$ cat src/rtl/freq_div_by5_core.sv
// ---------------------------------------------------------------------------
// freq_div_by5_core
//
// Divides the incoming clock by a fixed ratio of 5 and produces an output with
// a 50% duty cycle. An odd ratio cannot be split evenly on rising edges alone,
// so the output is built from two flops:
//   - pos_q, a rising-edge flop that is high for 2 input periods (cnt = 1, 2)
//   - neg_q, a falling-edge copy of pos_q, delayed by half an input period
// Their OR is high for 2.5 periods and low for the remaining 2.5.
//
// Ports
//   clk      in   single system clock; both edges are used
//   reset    in   asynchronous active-low reset; assertion acts at once,
//                 release is synchronised to the rising edge of clk
//   clk_by5  out  clk / 5, 50% duty, glitch-free (OR of two flop outputs)
// ---------------------------------------------------------------------------
`timescale 1ns/100ps

module freq_div_by5_core (
    input  logic clk,
    input  logic reset,
    output logic clk_by5
);

    // Two-stage release synchroniser. Both stages clear asynchronously while
    // reset is low; a one walks in from the LSB once reset is released.
    logic [1:0] rst_sync_q;
    logic [1:0] rst_sync_d;
    logic       run_en;

    // Divider state.
    logic [2:0] cnt_q;
    logic [2:0] cnt_d;
    logic       pos_q;
    logic       pos_d;
    logic       neg_q;
    logic       neg_d;

    assign run_en = rst_sync_q[1];

    always_comb begin
        rst_sync_d = {rst_sync_q[0], 1'b1};
    end

    // The counter is held at 0 until the synchroniser releases. Any value of
    // 4 or above (including the unreachable 5-7) returns to 0, so a corrupted
    // count recovers on the very next rising edge.
    always_comb begin
        cnt_d = 3'd0;
        if (run_en && (cnt_q < 3'd4)) begin
            cnt_d = cnt_q + 3'd1;
        end
    end

    // pos_q is decoded from the next count so that it is set on the same edge
    // where cnt becomes 1 and cleared on the edge where cnt becomes 3.
    always_comb begin
        pos_d = (cnt_d == 3'd1) || (cnt_d == 3'd2);
        neg_d = pos_q;
    end

    always_ff @(posedge clk or negedge reset) begin
        if (!reset) begin
            rst_sync_q <= 2'b00;
            cnt_q      <= 3'd0;
            pos_q      <= 1'b0;
        end else begin
            rst_sync_q <= rst_sync_d;
            cnt_q      <= cnt_d;
            pos_q      <= pos_d;
        end
    end

    // Half-period delayed copy of pos_q; it extends the high phase by the
    // duration of the final input high phase.
    always_ff @(negedge clk or negedge reset) begin
        if (!reset) begin
            neg_q <= 1'b0;
        end else begin
            neg_q <= neg_d;
        end
    end

    assign clk_by5 = pos_q | neg_q;

endmodule

$ cat config.mk
export PLATFORM = sky130hd
export DESIGN_NAME = freq_div_by5_core
export DESIGN_NICKNAME = d
export VERILOG_FILES = /design/src/rtl/freq_div_by5_core.sv
export SDC_FILE = /design/constraint.sdc
export NUM_CORES = 1
export LEC_CHECK = 0
export CAP_MARGIN = 20
export CORE_AREA = 10 10 47 49
export DETAILED_ROUTE_END_ITERATION = 6
export DIE_AREA = 0 0 57 59
export GPL_TIMING_DRIVEN = 0
export REMOVE_ABC_BUFFERS = 1
export SETUP_SLACK_MARGIN = 0.02
export SYNTH_ARGS = -nofsm -noshare
export SYNTH_HDL_FRONTEND = slang
export SYNTH_SLANG_ARGS = --single-unit
$ cat constraint.sdc
create_clock -name clk -period 2.4 [get_ports clk]
set_input_delay 0.48 -clock clk [delete_from_list [all_inputs] [get_ports clk]]
set_output_delay 0.48 -clock clk [all_outputs]
set_load 0.1 [all_outputs]
==> impl_metrics.json <==
{
  "status": "finished with violations",
  "violations": "setup timing",
  "required_ns": 1.92,
  "yosysSeqAreaShare_pct": 70.35,
  "cts-root-buf": "clkbuf_4",
  "core-area_mm2": 0.001401,
  "ir_worst_vdd_uv": 212.5,
  "cts.sinks": 7,
  "place_inst": 36,
  "total_power_uw": 326.1,
  "netlist_top_cells_area": "dfrtp_1, dfrtn_1, nand2b_4",
  "htree_levels": 1,
  "synthCells": 18,
  "synth_largest_area_cell": "dfrtp_1",
  "worstPathMaxFanout": 1,
  "critPathLaunchType": "flip-flop",
  "fp.dieW_um": 57,
  "numCtsBuffers": 3,
  "endpoint": "clk_by5",
  "viasPerCell": 3.475,
  "setup.worst_path.end_class": "output port",
  "first_pass_iters": 4,
  "ioPinCount": 3,
  "finalMaxSlewViolations": 0,
  "port_buffers": 2,
  "worstHoldPathCells": 0,
  "grt_use_total_pct": 2.866,
  "reg2reg_depth": 0,
  "rsz0062_at_grt": "true",
  "pre_cts_slack_ns": -0.8778,
  "vias": 139,
  "synth.most_common_cell": "dfrtp_1",
  "yosysWarnings": 0,
  "ff2ff_setup_slack_ns": 0.68,
  "max-cap-violations": 0,
  "drive_gt1_share_pct": 29.17,
  "synth_edf_count": 0,
  "synth_commonest_cells": "dfrtp_1, nor2_1, inv_1",
  "synth_flop_cell": "dfrtp_1",
  "place.gp.congestion": 0.6188,
  "rows": 14,
  "power_density_mw_per_mm2": 994.7,
  "avgSynthCellArea_um2": 13.83,
  "antenna_cells": 0,
  "synth_top_area_share_pct": 60.30,
  "cts_tree": "built",
  "hold_class": "reg2reg",
  "r2r_end": "neg_q$_DFF_NN0_",
  "cts_buffer_depth": 2,
  "path_class": "reg2out",
  "syn_to_final_growth_pct": 31.66,
  "wirelength_um": 392,
  "die_h_um": 59,
  "drt_iter0_markers": 4,
  "grt_overflow": 0,
  "wire_per_inst_um": 9.800,
  "dp_hpwl_um": 309.9,
  "hold_viol": 0,
  "grt_pass1_vias": 161,
  "async_reset_ff_share_pct": 100.0,
  "initial_core_util_pct": 17.77,
  "place_area_um2": 289.0,
  "design_area_um2": 327.8,
  "grt_start_max_net_pins": 8,
  "dieArea_mm2": 0.003363,
  "antenna_found_initial": 0,
  "fin_nets": 28,
  "crit_start": "neg_q$_DFF_NN0_",
  "synth_seq_cells": 7,
  "clock_latency_ns": 0.26,
  "instances_no_fill": 40,
  "grt_pass1_wl_um": 607,
  "setup_viol": 1,
  "setup_ws_ns": -0.2691,
  "drt_drc_violations_left": 0,
  "postLayoutCoreUtil_pct": 23.39,
  "holdBufCountCts": 0,
  "path_clk_slew_ns": 0.05,
  "synth_cell_type_count": 10,
  "r2r_start": "neg_d$_DFF_PN0_",
  "arrival_ns": 2.19,
  "skew_ns": 0.01071,
  "syn-cell-area_um2": 249.0,
  "ant_nets": 0,
  "post_cts_buffers": 0,
  "p_leak_uw": 0.0001572
}
[critical path: stages, from the launching register on]
cell and delay, ns:
dfrtn_1 0.33, or2_4 0.23, buf_12 0.16
[cell families (layout without fill, tap and decap cells)]
logic type	Yosys count	in the layout	synth area share (%)
xor+xnor	1	1	3.518
flops	7	7	70.35
other cells	1	1	1.506
fa+ha+maj	1	1	5.024
simple gates	6	6	16.58
buf+inv	2	8	3.016
[area by class of cell]
class                   count  area, um^2
clock buffers               4       26.28
fillers                   159        1074
inverters                   2       7.507
multi-input cells           9       68.82
flip-flops and latches      7       175.2
well taps                  16       20.02
repair buffers              2       30.03
[repair_timing]
| action | CTS | global route |
|---|---|---|
| pin swaps | 1 | 0 |
| endpoints found under the hold margin | 0 | 0 |
| setup endpoints to repair | 1 | 1 |
| resized for setup | 10 | 0 |
[cell usage in the layout (no fill, tap or decap)]
master and count:
dfrtp_1 6, nor2_1 3, clkbuf_4 3, inv_1 2
nand2b_4 1, or2_4 1, xor2_1 1, nor3_2 1
ha_1 1, clkbuf_1 1, clkdlybuf4s50_1 1, dfrtn_1 1
buf_12 1, conb_1 1
[power by group]
group	leakage, uW	internal (uW)	switching, uW
clock	0.0000150	63.4	42.0
sequential	0.0000887	130	5.80
combinational	0.0000535	33.2	51.5
[per-layer routing]
layer | vias up | global-route usage (%) | part of all wire, %
met2 | 7 | 4.341 | 50
li1 | 65 | - | -
met5 | - | 0 | 0
met1 | 65 | 1.444 | 35
met3 | 2 | 3.004 | 14
met4 | 0 | 4.027 | 1.3
[metrics by stage]
| stage | TNS, ns | hold slack (ns) |
|---|---|---|
| 2_1_floorplan | -0.09247 | 0.1844 |
| 5_1_grt | -0.2938 | 0.3869 |
| 4_1_cts | -0.2751 | 0.3663 |
| 6_report | -0.2691 | 0.3620 |
| 3_3_place_gp | -0.8562 | 0.3316 |
| 3_5_place_dp | -0.8778 | 0.3530 |
[flip-flops by register name, summed over array words and instances, names as in the netlist]
| name | count |
|---|---|
| cnt_q | 3 |
| rst_sync_q | 2 |
| neg_d | 1 |
| neg_q | 1 |
[how the worst min path moves through the flow]
| stage | to | startpoint |
|---|---|---|
| detailed placement | rst_sync_q[1]$_DFF_PN0_ | rst_sync_q[0]$_DFF_PN0_ |
| finish | rst_sync_q[1]$_DFF_PN0_ | rst_sync_q[0]$_DFF_PN0_ |
| global placement | rst_sync_q[1]$_DFF_PN0_ | rst_sync_q[0]$_DFF_PN0_ |
| global route | rst_sync_q[1]$_DFF_PN0_ | rst_sync_q[0]$_DFF_PN0_ |
| CTS | rst_sync_q[1]$_DFF_PN0_ | rst_sync_q[0]$_DFF_PN0_ |
| floorplan | cnt_q[0]$_DFF_PN0_ | reset |
Power figures use the tool's default switching activity.
